### src/rtl/simon_autoplayer.sv
// Simon Says autoplayer: records the symbols blinked on the game LEDs and
// replays them as timed one-hot presses on the switch bus.
module simon_autoplayer #(
    parameter int DEBOUNCE     = 4,
    parameter int IDLE_CYCLES  = 2_000_000,
    parameter int PRESS_CYCLES = 500_000,
    parameter int GAP_CYCLES   = 500_000,
    parameter int DEPTH        = 16
) (
    input  logic       clk,
    input  logic       reset,
    input  logic       enable,
    input  logic [9:0] led_in,
    output logic [9:0] sw_out,
    output logic       busy,
    output logic       replaying,
    output logic       replay_done,
    output logic [4:0] seq_len,
    output logic       overflow
);

    localparam int PH_MAX = (PRESS_CYCLES > GAP_CYCLES) ? PRESS_CYCLES : GAP_CYCLES;
    localparam int STAB_W = $clog2(DEBOUNCE + 1);
    localparam int IDLE_W = $clog2(IDLE_CYCLES + 1);
    localparam int PH_W   = $clog2(PH_MAX + 1);
    localparam int PTR_W  = $clog2(DEPTH);

    localparam logic [STAB_W-1:0] STAB_LAST  = STAB_W'(DEBOUNCE - 1);
    localparam logic [IDLE_W-1:0] IDLE_LAST  = IDLE_W'(IDLE_CYCLES - 1);
    localparam logic [PH_W-1:0]   PRESS_LAST = PH_W'(PRESS_CYCLES - 1);
    localparam logic [PH_W-1:0]   GAP_LAST   = PH_W'(GAP_CYCLES - 1);
    localparam logic [4:0]        SEQ_FULL   = 5'(DEPTH);

    typedef enum logic [2:0] {
        S_IDLE, S_LISTEN, S_ARMED, S_HELD, S_PRESS, S_GAP, S_DONE
    } state_e;

    state_e            state_q, state_d;
    logic [9:0]        sync1_q, sync2_q;
    logic [STAB_W-1:0] stab_q, stab_d;
    logic [IDLE_W-1:0] idle_q, idle_d;
    logic [PH_W-1:0]   phase_q, phase_d;
    logic [PTR_W-1:0]  ptr_q, ptr_d;
    logic [1:0]        armed_q, armed_d;
    logic [4:0]        seq_len_q, seq_len_d;
    logic              overflow_q, overflow_d;
    logic [9:0]        sw_out_q, sw_out_d;
    logic              busy_q, busy_d, replaying_q, replaying_d, done_q, done_d;
    logic              wr_en;
    logic [1:0]        mem_q [DEPTH];

    logic       sym_dark, sym_valid;
    logic [1:0] sym_idx;

    always_comb begin
        sym_dark  = (sync2_q == '0);
        sym_valid = (sync2_q[9:4] == '0) && $onehot(sync2_q[3:0]);
        sym_idx   = 2'd0;
        for (int i = 0; i < 4; i++) begin
            if (sync2_q[i]) sym_idx = 2'(i);
        end
    end

    // NOTE: every always_comb output gets a default first so no path leaves it unassigned (no latches).
    always_comb begin
        state_d    = state_q;
        stab_d     = stab_q;
        idle_d     = idle_q;
        phase_d    = phase_q;
        ptr_d      = ptr_q;
        armed_d    = armed_q;
        seq_len_d  = seq_len_q;
        overflow_d = overflow_q;
        wr_en      = 1'b0;

        unique case (state_q)
            S_IDLE: if (enable) state_d = S_LISTEN;
            S_LISTEN: begin
                if (!sym_dark) idle_d = '0;
                if (sym_valid) begin
                    armed_d = sym_idx;
                    stab_d  = STAB_W'(1);
                    state_d = S_ARMED;
                end else if (sym_dark && seq_len_q != '0) begin
                    if (idle_q == IDLE_LAST) begin
                        idle_d  = '0;
                        ptr_d   = '0;
                        phase_d = '0;
                        state_d = S_PRESS;
                    end else begin
                        idle_d = idle_q + IDLE_W'(1);
                    end
                end
            end
            S_ARMED: begin
                if (sym_valid && sym_idx == armed_q) begin
                    if (stab_q == STAB_LAST) begin
                        stab_d  = '0;
                        state_d = S_HELD;
                        if (seq_len_q == SEQ_FULL) begin
                            overflow_d = 1'b1;
                        end else begin
                            wr_en     = 1'b1;
                            seq_len_d = seq_len_q + 5'd1;
                        end
                    end else begin
                        stab_d = stab_q + STAB_W'(1);
                    end
                end else begin
                    stab_d  = '0;
                    state_d = S_LISTEN;
                end
            end
            S_HELD: if (sym_dark) state_d = S_LISTEN;
            S_PRESS: begin
                if (phase_q == PRESS_LAST) begin
                    phase_d = '0;
                    state_d = S_GAP;
                end else begin
                    phase_d = phase_q + PH_W'(1);
                end
            end
            S_GAP: begin
                if (phase_q == GAP_LAST) begin
                    phase_d = '0;
                    // Compare in 5 bits so a full 16-entry buffer terminates cleanly.
                    if ({1'b0, ptr_q} + 5'd1 == seq_len_q) begin
                        state_d = S_DONE;
                    end else begin
                        ptr_d   = ptr_q + PTR_W'(1);
                        state_d = S_PRESS;
                    end
                end else begin
                    phase_d = phase_q + PH_W'(1);
                end
            end
            S_DONE: begin
                seq_len_d = '0;
                state_d   = S_LISTEN;
            end
            default: state_d = S_IDLE;
        endcase

        if (!enable) state_d = S_IDLE;
        if (state_d == S_IDLE) begin
            seq_len_d  = '0;
            overflow_d = 1'b0;
            stab_d     = '0;
            idle_d     = '0;
            phase_d    = '0;
            ptr_d      = '0;
            wr_en      = 1'b0;
        end
    end

    // Outputs are computed from the next state so they register alongside it.
    always_comb begin
        sw_out_d = '0;
        if (state_d == S_PRESS) sw_out_d[3:0] = 4'b0001 << mem_q[ptr_d];
        busy_d      = !(state_d == S_IDLE || (state_d == S_LISTEN && seq_len_d == '0));
        replaying_d = (state_d == S_PRESS) || (state_d == S_GAP);
        done_d      = (state_d == S_DONE);
    end

    // NOTE: sequential state uses non-blocking assignments so every register samples pre-edge values.
    always_ff @(posedge clk or negedge reset) begin
        if (!reset) begin
            state_q     <= S_IDLE;
            sync1_q     <= '0;
            sync2_q     <= '0;
            stab_q      <= '0;
            idle_q      <= '0;
            phase_q     <= '0;
            ptr_q       <= '0;
            armed_q     <= '0;
            seq_len_q   <= '0;
            overflow_q  <= 1'b0;
            sw_out_q    <= '0;
            busy_q      <= 1'b0;
            replaying_q <= 1'b0;
            done_q      <= 1'b0;
        end else begin
            state_q     <= state_d;
            sync1_q     <= led_in;
            sync2_q     <= sync1_q;
            stab_q      <= stab_d;
            idle_q      <= idle_d;
            phase_q     <= phase_d;
            ptr_q       <= ptr_d;
            armed_q     <= armed_d;
            seq_len_q   <= seq_len_d;
            overflow_q  <= overflow_d;
            sw_out_q    <= sw_out_d;
            busy_q      <= busy_d;
            replaying_q <= replaying_d;
            done_q      <= done_d;
        end
    end

    // NOTE: the symbol buffer is deliberately not reset; seq_len alone marks which entries are valid.
    always_ff @(posedge clk) begin
        if (wr_en) mem_q[seq_len_q[PTR_W-1:0]] <= armed_q;
    end

    assign sw_out      = sw_out_q;
    assign busy        = busy_q;
    assign replaying   = replaying_q;
    assign replay_done = done_q;
    assign seq_len     = seq_len_q;
    assign overflow    = overflow_q;

endmodule

### config.mk
export PLATFORM = sky130hd
export DESIGN_NAME = simon_autoplayer
export DESIGN_NICKNAME = d
export VERILOG_FILES = /design/src/rtl/simon_autoplayer.sv
export SDC_FILE = /design/constraint.sdc
export NUM_CORES = 1
export LEC_CHECK = 0
export CELL_PAD_IN_SITES_DETAIL_PLACEMENT = 1
export CELL_PAD_IN_SITES_GLOBAL_PLACEMENT = 1
export CORE_ASPECT_RATIO = 2
export CORE_MARGIN = 5
export CORE_UTILIZATION = 47
export DETAILED_ROUTE_END_ITERATION = 12
export PLACE_DENSITY = 0.85
export SLEW_MARGIN = 25
export SYNTH_ARGS = -nofsm -noshare
export SYNTH_HDL_FRONTEND = slang
export SYNTH_SLANG_ARGS = --single-unit
### constraint.sdc
create_clock -name clk -period 5.05 [get_ports clk]
set_clock_uncertainty 0.05 [all_clocks]
set_input_delay 1.01 -clock clk [delete_from_list [all_inputs] [get_ports clk]]
set_output_delay 1.01 -clock clk [all_outputs]
set_load 0.02 [all_outputs]
## Word-level counts from Yosys, hierarchy flattened

Memory sizes are Yosys's and may differ from the RTL's.
Index checks and enable logic that the tools add are counted.

| word-level totals | value |
|---|---|
| register bits after elaboration | 85 |
| bits in writable memories | 32 |
| input bits | 13 |
| output and inout bits | 19 |
| word-level logic and storage cells | 128 |
| memories kept | 1 |

| operators by class | value |
|---|---|
| add/sub/neg operators | 9 |
| eq/ne operators | 21 |
| shift operators | 1 |
| muxes and demuxes | 56 |
| reductions and logical operators | 26 |

Memories:

| name | depth | width | read ports | clocked after Yosys merged registers in | wr ports | RTL line | RTL |
|---|---|---|---|---|---|---|---|
| mem_q | 16 | 2 | 1 | 0 | 1 | 50 | `logic [1:0] mem_q [DEPTH];` |

Operators by type and width:

| kind | number |
|---|---|
| 2-to-1 mux 21 bit | 6 |
| 2-to-1 mux 19 bit | 5 |
| 2-to-1 mux 3 bit | 13 |
| one-hot mux 19 bit (2 select lines) | 1 |
| 2-to-1 mux 4 bit | 7 |
| adder 21 x 1 -> 21 bit, second input constant | 1 |
| == test 21 bit, second input constant | 1 |
| 2-to-1 mux 5 bit | 4 |
| adder 19 x 1 -> 19 bit, second input constant | 1 |
| == test 19 bit, second input constant | 1 |
| == test 3 bit, second input constant | 6 |
| one-hot mux 3 bit (6 select lines) | 1 |
| 2-to-1 mux 1 bit | 13 |
| != test 3 bit, second input constant | 4 |
| zero test 10 bit | 1 |
| one-hot mux 5 bit (2 select lines) | 1 |
| nonzero test 2 bit | 5 |
| == test 3 x 1 -> 1 bit, second input constant | 3 |
| == test 3 x 2 -> 1 bit, second input constant | 3 |
| one-hot mux 4 bit (2 select lines) | 1 |
| AND reduction 4 bit | 2 |
| zero test 3 bit | 2 |
| zero test 6 bit | 1 |
| 2-to-1 mux 2 bit | 3 |
| 19 further kinds | 27 |

## Depth between registers and ports, before layout

Gate-level depths: netlist of the first run.

| depth | value |
|---|---|
| depth in word-level cells | 14 |
| gate-level depth with buffers | 17 |
| depth with buffers taken out | 15 |

## Worst setup path after synthesis of the first run

OpenSTA, ideal clock, no wires.

| path | value |
|---|---|
| kind | register -> register |
| from | register sync2_q[1] |
| to | register sw_out_q[1] (netlist: sw_out[1]) |
| library setup time | 0.095 ns |
| data arrival time | 3.665 ns |
| data required time | 4.905 ns |
| setup slack | 1.239 ns |
| cell stages (with the launch flop) | 17 |
| path buffers | 1 |
| clock period less this slack | 3.811 ns |
| cells stage by stage | dfrtp_1 inv_1 fa_1 inv_1 ha_1 ha_1 nor3b_1 or3_1 or4_4 nand4_2 and3_1 buf_6 inv_6 mux2i_1 a221oi_1 or4_4 nor4b_2 |

| on the way | value |
|---|---|
| cells in the longest elaborated chain, start to end | 13 |
| elaborated cells on any way between the ends | 26 |
| classes of those cells | add/sub: 2; eq/ne: 3; shift: 1; mux: 14; reduce/logical: 5; memory: 1 |

Ends and longest elaborated chain:

| what | RTL line | RTL |
|---|---|---|
| from (decl) | 39 | `logic [9:0] sync1_q, sync2_q;` |
| from (signal assigned) | 185 | `sync2_q <= sync1_q;` |
| adder 1 x 1 -> 2 bit (implied by the code) or 2-to-1 mux 1 bit (tied branches) | 57, 60 |  |
| adder 2 x 2 -> 3 bit (implied by the code) or 2-to-1 mux 2 bit (tied branches) | 57, 60 |  |
| == test 3 x 1 -> 1 bit or 2-to-1 mux 2 bit (tied branches) | 57, 60 |  |
| logical AND 1 bit or == test 2 bit (tied branches) | 57, 96 |  |
| logical AND 1 bit | 96 | `if (sym_valid && sym_idx == armed_q) begin` |
| 2-to-1 mux 3 bit | 96 |  |
| one-hot mux 3 bit (6 select lines) | 76 | `unique case (state_q)` |
| 2-to-1 mux 3 bit | 144 | `if (!enable) state_d = S_IDLE;` |
| zero test 3 bit | 145 | `if (state_d == S_IDLE) begin` |
| 2-to-1 mux 4 bit | 145 |  |
| memory (16 x 2 bit) | - |  |
| << shifter 1 x 2 -> 4 bit | 159 | `if (state_d == S_PRESS) sw_out_d[3:0] = 4'b0001 << mem_q[ptr_d];` |
| 2-to-1 mux 4 bit * | 159 |  |
| via sw_out_d[1] | 47 | `logic [9:0] sw_out_q, sw_out_d;` |
| to (signal assigned) | 193 | `sw_out_q <= sw_out_d;` |
| to (decl) | 47 |  |

Mark *: on every way through the listed nets, which the timed path passes. The rest lies on a longest branch.
A chain may end at the register's enable or synchronous reset.

## Final worst setup path of the first run

| path | value |
|---|---|
| from | register sync2_q[3] |
| to | register sw_out_q[1] (netlist: sw_out[1]) |

| on the way | value |
|---|---|
| cells in the longest elaborated chain, start to end | 13 |
| elaborated cells on any way between the ends | 24 |
| classes of those cells | add/sub: 2; eq/ne: 3; shift: 1; mux: 12; reduce/logical: 5; memory: 1 |

Ends and longest elaborated chain:

| what | RTL line | RTL |
|---|---|---|
| adder 1 x 1 -> 2 bit (implied by the code) | 57 | `sym_valid = (sync2_q[9:4] == '0) && $onehot(sync2_q[3:0]);` |
| adder 2 x 2 -> 3 bit (implied by the code) | 57 |  |
| == test 3 x 1 -> 1 bit | 57 |  |
| logical AND 1 bit | 57 |  |
| logical AND 1 bit | 96 |  |
| 2-to-1 mux 3 bit | 96 |  |
| one-hot mux 3 bit (6 select lines) | 76 |  |
| 2-to-1 mux 3 bit | 144 |  |
| zero test 3 bit | 145 |  |
| 2-to-1 mux 4 bit | 145 |  |
| memory (16 x 2 bit) | - |  |
| << shifter 1 x 2 -> 4 bit | 159 |  |
| 2-to-1 mux 4 bit * | 159 |  |
| via sw_out_d[1] | 47 |  |

Marks and branches as above.

==> results.txt, run 1 <==
The net count of the finished layout came out at 644. The internal power component is 1830 uW. The proportion of total power due to net switching is 22.9%.

In this run, the combinational gates consume 2.7% of the power. The number of hold buffers added after CTS was 0. The switching power is 545 uW. For the pin with the worst max-slew slack, the measured transition is 0.954 ns. The ratio of final minimum period to clock period is 90.5%.

The count of distinct cell types in the synthesized netlist is 66. The number of instances in the placed design is 750. The sequential share of the synthesized area is 52.4%.

The worst relative slew slack came out at 36.2%. The critical path capture point type is a register. The category of the critical setup timing path is register to register. The final cell count without fillers is 783. The floorplan die area came out at 15000 um2. Compared with the post-synthesis result, the final layout area differs by 16.4%. The cell depth of the worst flop-to-flop path is 15. The antenna violation net count after detailed routing came out at 0.

The highest fanout seen on the critical path came out at 16. The maximum vdd drop is 253 uV. The worst hold path belongs to the class register to register. The launching element type of the critical path is a register.

In this run the register-to-register setup slack is 0.48 ns. The clock drives 117 sinks. The worst register-to-register path ends at sw_out[1]. The data arrival time at the worst-slack endpoint came out at 4.86 ns. The global-route wire length before repair is 30500 um. The hold violation count in the final report came to 0. The power per cell area came out at 346 nW/um2.

The maximum clock insertion buffer count is 2. The hold path depth is 0. The initial antenna violation count came out at 0. Ranked by total cell area, the synthesized netlist is headed by sky130_fd_sc_hd__dfrtp_1 (36%), sky130_fd_sc_hd__edfxtp_1 (16%), sky130_fd_sc_hd__nor2_1 (4.5%). Once the clock tree was built, the setup fixing pass inserted 0 buffers. In this run, flip-flops and latches consume 42.0% of the power. In this design, the stage delay of the slowest critical-path cell is 0.59 ns. The final sum of negative setup slack came out at 0 ns. The pin count of the biggest net entering global routing came out at 52. The overall fraction of global-route tracks in use came out at 27.2%. The die span in x came out at 89.2 um.

The total count of max-transition violations in the final report came out at 0. The clock insertion delay at the later pin of the skew report is 0.43 ns. The number of input and output port buffers inserted came out at 25. The fraction of final layout cells sized beyond drive strength 1 came out at 8.23%. The clock tree from TritonCTS is yes. Synthesis inferred 117 register bits. The top-level I/O count came out at 32.

The proportion of register bits with asynchronous set or reset after synthesis is 72.6%. The total vias in the final route is 5025. The clock-pin slew reported for the worst setup and hold paths after clock tree synthesis came out at 0.06 ns. The number of flops mapped to enable cells by yosys is 32. The leakage power of the design came out at 0.00272 uW. In this run the worst setup path begins at sync2_q[3]. The time the final worst path needs with I/O delays and setup came out at 4.57 ns. The slowest stage of the critical path belongs to the cell sky130_fd_sc_hd__or4_4. The relative contribution of the clock network to total power came out at 55.3%.

The tree is rooted in a sky130_fd_sc_hd__clkbuf_16. The mean cell area of the mapped netlist is 9.89 um2. The number of failing setup endpoints in the final timing report is 0.

Global routing finished with a remaining overflow of 0. The maximum level of the CTS H-tree came out at 4. The die span in y is 168 um.

The number of gates on the worst path with buffers counted is 15. The number of search-and-repair iterations in the first detailed-routing pass is 5. The netlist area before placement is 5900 um2. The number of maximum-capacitance violations is 0. The final routed DRC violation total came out at 0. The number of global-route vias before repair came out at 5687. The kind of cell with the highest combined delay along the critical path is simple AND/OR/NAND/NOR gates. The number of placement rows came out at 58.

The number of buffers created by CTS is 17. The cell count after synthesis came out at 596. Walking the worst path, the cells encountered are inv_1 > fa_1 > inv_1 > ha_1 > ha_1 > nor3b_1 > or3_1 > or4_4 > nand4_2 > and3_1 > inv_6 > mux2i_1 > a221oi_1 > or4_4 > nor4b_2. The number of design-rule violations left by the first detailed-router iteration came out at 329. The number of buffer and inverter stages on the critical path is 3. The required time reported for the critical path endpoint is 5.34 ns. Summed over its instances, the top area cell type makes up 36.1% of the synthesized netlist area.

Derived from the worst setup path, the maximum achievable clock frequency is 219 MHz. In this run the worst setup path terminates at sw_out[1]. The cell taking the most area after synthesis is sky130_fd_sc_hd__dfrtp_1. In this run the critical register-to-register path is launched from sync2_q[3]. After detailed routing, the total wire length is 19200 um. During synthesis, Yosys emitted a total of 0 warnings.

Post-CTS repair changed the size of 0 cells. The core area is 12500 um2. Once the floorplan was initialized, standard cells occupied 47.2% of the core.

The run finished with clean final reports. Dividing the detail-routed via count by the number of cells gives 6.42. Among all flip-flop cells after synthesis, the most frequent one is sky130_fd_sc_hd__dfrtp_1. The sum of net half-perimeters after detailed placement is 12200 um.

The final weighted congestion in routability-driven placement came out at 0.894. Setup repair after global routing left no endpoint under its margin. The routed length per placed instance came out at 24.5 um.
[metal layers]
layer	vias to the layer above	global-route usage (%)	part of all wire (%)
li1	2209	-	-
met1	2579	25.7	33
met2	157	48.6	57
met3	80	7.30	4.8
met4	0	18.0	6.0
met5	-	0	0
[cell usage after synthesis, types with 3 or more instances]
library cell               instances
sky130_fd_sc_hd__dfrtp_1          85
sky130_fd_sc_hd__nor2_1           70
sky130_fd_sc_hd__nand2_1          54
sky130_fd_sc_hd__a21oi_1          47
sky130_fd_sc_hd__o21ai_0          36
sky130_fd_sc_hd__edfxtp_1         32
sky130_fd_sc_hd__nand3_1          23
sky130_fd_sc_hd__and3_1           17
sky130_fd_sc_hd__clkbuf_1         17
sky130_fd_sc_hd__nor3_1           16
sky130_fd_sc_hd__inv_1            13
sky130_fd_sc_hd__nand3b_1         13
sky130_fd_sc_hd__mux2i_1          12
sky130_fd_sc_hd__and2_1           11
sky130_fd_sc_hd__ha_1             11
sky130_fd_sc_hd__a211oi_1         10
sky130_fd_sc_hd__a31oi_1           9
sky130_fd_sc_hd__nand4_1           8
sky130_fd_sc_hd__nor2b_1           8
sky130_fd_sc_hd__nor4_1            8
sky130_fd_sc_hd__or3_1             7
sky130_fd_sc_hd__buf_4             6
sky130_fd_sc_hd__nand2b_1          6
sky130_fd_sc_hd__xnor2_1           6
sky130_fd_sc_hd__a311oi_1          5
sky130_fd_sc_hd__or4_1             5
sky130_fd_sc_hd__a221oi_1          4
sky130_fd_sc_hd__a22oi_1           4
sky130_fd_sc_hd__buf_1             3
sky130_fd_sc_hd__buf_2             3
sky130_fd_sc_hd__nor3b_1           3
sky130_fd_sc_hd__nor4b_1           3
[placed cells by master, fill, tap and decap left out, drive strengths merged, types with 6 or more instances in the layout]
cell type,netlist,routed
and3,17,17
nand3,24,24
nand4,9,9
nand3b,13,13
conb,1,6
nand2b,6,6
nor3,17,17
nand2,54,54
a311oi,6,6
clkinv,0,7
a21oi,47,47
or4,7,7
inv,15,18
nor2b,8,8
buf,14,6
xnor2,6,6
or3,7,7
dfrtp,85,85
a211oi,10,10
nor4,8,8
mux2i,12,12
clkbuf,17,17
o21ai,36,36
nor2,70,70
and2,11,11
edfxtp,32,32
clkdlybuf4s50,0,24
ha,11,11
a31oi,11,11
[area by class of cell]
| type | count | area, um2 |
|---|---|---|
| Timing Repair Buffer | 30 | 285 |
| Antenna cell | 1 | 2.50 |
| Clock buffer | 17 | 425 |
| Fill cell | 1377 | 5620 |
| Clock inverter | 15 | 204 |
| Multi-Input combinational cell | 438 | 2610 |
| Sequential cell | 117 | 3090 |
| Inverter | 15 | 61.3 |
| Tap cell | 150 | 188 |
[worst register-to-register path, stage by stage, from the launching register on]
cell and delay [ns]:
sky130_fd_sc_hd__dfrtp_1 0.42, sky130_fd_sc_hd__inv_1 0.10, sky130_fd_sc_hd__fa_1 0.51, sky130_fd_sc_hd__inv_1 0.06, sky130_fd_sc_hd__ha_1 0.19, sky130_fd_sc_hd__ha_1 0.28, sky130_fd_sc_hd__nor3b_1 0.07, sky130_fd_sc_hd__or3_1 0.37
sky130_fd_sc_hd__or4_4 0.47, sky130_fd_sc_hd__nand4_2 0.13, sky130_fd_sc_hd__and3_1 0.47, sky130_fd_sc_hd__inv_6 0.16, sky130_fd_sc_hd__mux2i_1 0.20, sky130_fd_sc_hd__a221oi_1 0.12, sky130_fd_sc_hd__or4_4 0.59, sky130_fd_sc_hd__nor4b_2 0.26
[sequential cells by signal (all words and copies together), names as in the netlist]
signal,cells
ptr_q,4
overflow,1
state_q,3
idle_q,21
sync1_q,10
sw_out,4
phase_q,19
stab_q,3
armed_q,2
sync2_q,10
replay_done,1
busy,1
seq_len,5
replaying,1
mem_q,32
[how the worst min path moves through the flow]
stage,from,end,slack [ns]
6_report,sync1_q[2],sync2_q[2],0.30
5_1_grt,sync1_q[2],sync2_q[2],0.30
4_1_cts,sync1_q[5],sync2_q[5],0.30
3_5_place_dp,sync1_q[5],sync2_q[5],0.29
3_3_place_gp,sync1_q[2],sync2_q[2],0.28
2_1_floorplan,sync1_q[0],sync2_q[0],0.28
[through the flow]
step	util, %	hold WS [ns]	power, uW	setup slack [ns]	area [um2]
after floorplan	-	0.281	1040	1.24	5910
after global placement	49.9	0.283	1070	0.842	6230
after detailed placement	49.9	0.288	1080	0.641	6230
after CTS	55.0	0.304	2380	0.501	6860
after global routing	55.0	0.304	2430	0.327	6860
final	55.0	0.300	2380	0.481	6870
[power by group through the flow]
| stage | sequential [uW] | clock (uW) | combinational [uW] |
|---|---|---|---|
| 2_1_floorplan | 1010 | 0 | 30.2 |
| 3_3_place_gp | 1020 | 0 | 58.3 |
| 3_5_place_dp | 1020 | 0 | 61.7 |
| 4_1_cts | 1000 | 1320 | 64.2 |
| 5_1_grt | 1000 | 1360 | 69.2 |
| 6_report | 1000 | 1320 | 63.5 |
[kinds of logic after synthesis]
group / after synthesis / synth area share, %
muxes: 13 / 2.23
AOI/OAI and AO/OA: 134 / 14.3
buffers and inverters: 46 / 3.71
xor gates and xnor gates: 8 / 1.19
other: 1 / 0.0636
and+or+nand+nor: 265 / 23.4
adders and majority gates: 12 / 2.67
DFF: 117 / 52.4
No activity file was read; power rests on OpenSTA's default activity.
==> run 2, diff against run 1 <==
Settings changed: HOLD_SLACK_MARGIN set to 0.02.
==> results of run 2 <==
Same layout as run 1: the final DEF is identical, and so are final timing and power.
==> variant 1: new RTL, config.mk and constraints of run 2 <==
Set the parameter `PRESS_CYCLES` to 250_000 (it was 500_000).
--- a/src/rtl/simon_autoplayer.sv
+++ b/src/rtl/simon_autoplayer.sv
@@ -5,3 +5,3 @@
     parameter int IDLE_CYCLES  = 2_000_000,
-    parameter int PRESS_CYCLES = 500_000,
+    parameter int PRESS_CYCLES = 250_000,
     parameter int GAP_CYCLES   = 500_000,
Formal check against the unedited RTL: no difference found for any inputs over 10 cycles, from zero or initial values and one cycle with reset low; that may be too few to reach the edited logic, so the function may still have changed.
==> variant 1 against run 2 <==
  * Setup slack improved by 110 ps
  * Synthesized area increased by 3.5%
  * Cell area rose by 3.7%
  * Utilization rose by 0.11 points
  * Fmax increased by 2.4%
  * Sequential cell count stayed put
  * Die area up 3.2%
  * Power decreased by 1.6%
  * Final cell count increased by 5.9%
  * Count of clock-buffer cells in the layout rose by 3
  * Routed wire length increased by 0.27%
  * Critical endpoint is now mem_q[0][1]$_DFFE_PP_
==> variant 1: results (changes against run 2) <==
| Metric | Value |
|---|---|
| P_leak | `2.78 nW (was 2.72 nW)` |
| Layout cell share with drive strength beyond 1 | `0.0945 (was 0.0823)` |
| Max VDD drop | `289 uV (was 253 uV)` |
| Worst r2r dst | `mem_q[0][1]$_DFFE_PP_ (was sw_out[1]$_DFF_PN0_)` |
| Post-CTS setup buffers | `0 (unchanged)` |
| Clock tree buffer depth | `2 (unchanged)` |
| First DRT Iteration DRCs | `291 (was 329)` |
| Distinct cells, synth | `67 (was 66)` |
| Area contributors post-synth | `dfrtp_1, edfxtp_1, nor2_1, a21oi_1, o21ai_0 (was dfrtp_1, edfxtp_1, nor2_1, a21oi_1, nand2_1)` |
| Largest net degree at the start of global routing | `58 (was 52)` |
| H-tree levels | `4 (unchanged)` |
| Via count | `5242 (was 5025)` |
| Initial antenna violation count | `0 (unchanged)` |
| Worst Path Class, Setup | `register to register (unchanged)` |
| Tot GR Track Use | `0.252 (was 0.272)` |
| RR Startpoint | `sync2_q[1]$_DFF_PN0_ (was sync2_q[3]$_DFF_PN0_)` |
| Critical Path Fanout Max | `10 (was 16)` |
| Number of cells on the worst hold path | `0 (unchanged)` |
| Post-synth EDFFs | `32 (unchanged)` |
| Number of nets in the layout | `689 (was 644)` |
| Placed insts | `797 (was 750)` |
| Post-synthesis sequential area ratio | `0.506 (was 0.524)` |
| Hold WC Path Type | `register to register (unchanged)` |
| DR vias/cell | `6.32 (was 6.42)` |
| Crit. Startpoint | `sync2_q[1]$_DFF_PN0_ (was sync2_q[3]$_DFF_PN0_)` |
| Status | `completed (unchanged)` |
| Root Driver | `clkbuf_16 (unchanged)` |
| Syn Inst Count | `634 (was 596)` |
| Fraction of registers with async set/reset | `0.726 (unchanged)` |
| Synth top cells by count | `nor2_1, dfrtp_1, nand2_1 (was dfrtp_1, nor2_1, nand2_1)` |
| Max FFs per register | `32 (unchanged)` |
| Commonest register cell after synthesis | `dfrtp_1 (unchanged)` |
| Wire length of the first global-routing pass | `30100 um (was 30500 um)` |
| Antenna diode count | `0 (was 1)` |
| Relative slew slack | `0.368 (was 0.362)` |
| Worst path arrival time | `4480 ps (was 4860 ps)` |
| Drt wl/cell | `23.2 um (was 24.5 um)` |
| R2r setup slk | `590 ps (was 480 ps)` |
| R2r worst-path depth | `12 (was 15)` |
| Layout filler cell count | `1447 (was 1377)` |
| GPL Wtd Cong | `0.944 (was 0.894)` |
| Number of global-route vias before repair | `5640 (was 5687)` |
| Ys Warns | `0 (unchanged)` |
| HPWL after DPL | `13400 um (was 12200 um)` |
-- variant 1: cell types whose count changed in the layout (fill, tap and decap cells not counted), moves of 3 or more --
cell,before,now
or3b_2,0,10
nor2_1,70,87
a22oi_1,4,7
nand3_1,23,20
a31oi_1,9,13
o311ai_0,0,3
buf_4,6,12
nand3b_1,13,6
nand2b_1,6,12
o21ai_0,35,44
o21a_1,0,5
mux2i_1,12,9
-- variant 1: layer usage --
metal  GRT usage  vias to the layer above  routed length (um)
met4       0.173                        0                1310
li1            -                     2394                   -
met5           0                        -                   0
met1       0.233                     2645                6340
met3      0.0449                       73                 555
met2       0.485                      130               11000
-- variant 1: how the worst min path moves through the flow --
stage | startpoint | end | slack [ps]
3_5_place_dp | sync1_q[1]$_DFF_PN0_ | sync2_q[1]$_DFF_PN0_ | 290
2_1_floorplan | sync1_q[0]$_DFF_PN0_ | sync2_q[0]$_DFF_PN0_ | 280
3_3_place_gp | sync1_q[9]$_DFF_PN0_ | sync2_q[9]$_DFF_PN0_ | 280
5_1_grt | sync1_q[1]$_DFF_PN0_ | sync2_q[1]$_DFF_PN0_ | 290
4_1_cts | sync1_q[1]$_DFF_PN0_ | sync2_q[1]$_DFF_PN0_ | 290
6_report | sync1_q[1]$_DFF_PN0_ | sync2_q[1]$_DFF_PN0_ | 290
-- variant 1: kinds of logic after synthesis --
family,synth area share
fa+ha+maj,0.0258
xor+xnor,0.00861
simple gates,0.245
buf+inv,0.0307
flops,0.506
other cells,0.000614
compound gates,0.164
mux,0.0191
-- variant 1: stage by stage --
stage	power [mW]	area, um2	setup WS, ps
final	2.34	7120	589
after global routing	2.41	7120	313
after CTS	2.35	7120	570
after detailed placement	1.09	6500	771
after global placement	1.09	6500	902
after floorplan	1.05	6120	1320
-- variant 1: cell type report --
cell class                      instances  area share
Clock buffer                           20      0.0673
Clock inverter                         12      0.0197
Inverter                               12     0.00633
Multi-Input combinational cell        480       0.400
Sequential cell                       117       0.434
Tap cell                              152      0.0267
Timing Repair Buffer                   36      0.0464
-- variant 1: critical path, stage by stage (launching register included) --
cell and delay, ps:
dfrtp_1 370, inv_1 90, fa_1 530, inv_1 60, ha_1 180, ha_1 280, nor3b_1 460, and3_1 470
nand2_1 240, a311oi_1 490, and3_1 330, nand2_1 160, nor3_1 390
-- variant 1: where the power goes --
| group | switching (mW) | internal (mW) |
|---|---|---|
| clock | 0.474 | 0.791 |
| sequential | 0.0124 | 0.986 |
| combinational | 0.0554 | 0.0239 |
==> variant 2: new RTL, flow settings as in run 2 <==
Made on the original files. Add an input register stage for `enable` and `led_in`; this delays them by one clock.
--- a/src/rtl/simon_autoplayer.sv
+++ b/src/rtl/simon_autoplayer.sv
@@ -37,2 +37,10 @@
 
+    logic enable_q;
+    logic [9:0] led_q;
+
+    always_ff @(posedge clk) begin
+        enable_q <= enable;
+        led_q    <= led_in;
+    end
+
     state_e            state_q, state_d;
@@ -76,3 +84,3 @@
         unique case (state_q)
-            S_IDLE: if (enable) state_d = S_LISTEN;
+            S_IDLE: if (enable_q) state_d = S_LISTEN;
             S_LISTEN: begin
@@ -143,3 +151,3 @@
 
-        if (!enable) state_d = S_IDLE;
+        if (!enable_q) state_d = S_IDLE;
         if (state_d == S_IDLE) begin
@@ -183,3 +191,3 @@
             state_q     <= state_d;
-            sync1_q     <= led_in;
+            sync1_q     <= led_q;
             sync2_q     <= sync1_q;
Check against the original RTL: not equivalent (a bounded check fails within 4 cycles, from zero or initial values and one cycle with reset low).
==> variant 2 against run 2 <==
  * Die area up 6.0%
  * Sequential share of layout area rose by 0.88 points
  * Synthesized area rose by 6.6%
  * Routed wire length fell by 7.4%
  * Cell area increased by 5.1%
  * Power is 2.1% higher
  * Synthesized cell count is 6.7% higher
  * Utilization increased by 0.20 points
  * Sequential cell count grew 11
  * Largest power group unchanged
  * Setup slack improved by 160 ps
==> variant 2: results (changes against run 2) <==
| Metric | Value |
|---|---|
| Layout cell share with drive strength beyond 1 | `0.0871 (was 0.0823)` |
| Status | `completed (unchanged)` |
| Sw Share | `0.246 (was 0.229)` |
| Max VDD drop | `312 uV (was 253 uV)` |
| Number of global-route vias before repair | `5606 (was 5687)` |
| Wire length of the first global-routing pass | `29200 um (was 30500 um)` |
| Post-synthesis sequential area ratio | `0.526 (was 0.524)` |
| P_leak | `2.99 nW (was 2.72 nW)` |
| Relative slew slack | `0.342 (was 0.362)` |
| Largest net degree at the start of global routing | `51 (was 52)` |
| Distinct cells, synth | `73 (was 66)` |
| Sequential Power Share | `0.450 (was 0.420)` |
| Tot GR Track Use | `0.233 (was 0.272)` |
| DR vias/cell | `6.16 (was 6.42)` |
| Slowest-stage cell, CP | `a2111oi_1 (was or4_4)` |
| Worst path arrival time | `4720 ps (was 4860 ps)` |
| Crit-path max cell delay | `560 ps (was 590 ps)` |
| Adder-Cell Fraction of Synth Area | `0.0251 (was 0.0267)` |
| HPWL after DPL | `12300 um (was 12200 um)` |
| Final WL | `17800 um (was 19200 um)` |
| Post-Synth XOR/XNOR Area | `0.0147 (was 0.0119)` |
| Setup WS pre-CTS | `757 ps (was 641 ps)` |
| CP top delay family | `compound AO/OA/AOI/OAI gates (was simple AND/OR/NAND/NOR gates)` |
| DP Area | `0.00661 mm2 (was 0.00623 mm2)` |
| Antenna diode count | `0 (was 1)` |
| Reported combinational group power | `0.0666 mW (was 0.0635 mW)` |
| First DRT Iteration DRCs | `272 (was 329)` |
| Area contributors post-synth | `dfrtp_1, edfxtp_1, nor2_1, dfxtp_1, o21ai_0 (was dfrtp_1, edfxtp_1, nor2_1, a21oi_1, nand2_1)` |
| Cell Count, Final, Fillers Out | `818 (was 783)` |
-- variant 2: changes by cell type after synthesis, sizes merged, moves of 5 or more --
cell,before,now
nor2b,8,3
inv,15,26
or4,7,1
nand3b,13,4
o21ai,36,45
nand2b,6,11
a21oi,47,34
dfxtp,0,11
nor2,70,79
clkbuf,17,24
o31ai,0,5
-- variant 2: final timing paths --
kind,start,to,slack [ps],cells past startpoint
max reg2reg,sync2_q[3]$_DFF_PN0_,sw_out[3]$_DFF_PN0_,640,15
max,sync2_q[3]$_DFF_PN0_,sw_out[3]$_DFF_PN0_,640,15
max in group asynchronous,reset,idle_q[12]$_DFFE_PN0P_,3430,2
min reg2reg,led_q[9]$_DFF_P_,sync1_q[9]$_DFF_PN0_,280,0
min,led_q[9]$_DFF_P_,sync1_q[9]$_DFF_PN0_,280,0
min in group asynchronous,reset,armed_q[0]$_DFFE_PN0P_,490,1
-- variant 2: metrics by stage --
step | hold WS, ps | power (mW)
floorplan | 266 | 1.14
global placement | 267 | 1.17
detailed placement | 273 | 1.18
CTS | 282 | 2.45
global route | 284 | 2.52
finish | 279 | 2.43
-- variant 2: layout make-up --
| cell class | count | area [um2] |
|---|---|---|
| Multi-Input combinational cell | 451 | 2730 |
| Inverter | 26 | 97.6 |
| Timing Repair Buffer | 29 | 278 |
| Sequential cell | 128 | 3310 |
| Clock inverter | 14 | 156 |
| Tap cell | 152 | 190 |
| Clock buffer | 18 | 450 |
| Fill cell | 1418 | 5850 |
-- variant 2: metal layers --
layer	share of wire	vias up	track usage
met3	0.028	58	0.0434
met4	0.046	0	0.110
met1	0.35	2558	0.237
met2	0.57	114	0.443
li1	-	2310	-
met5	0	-	0
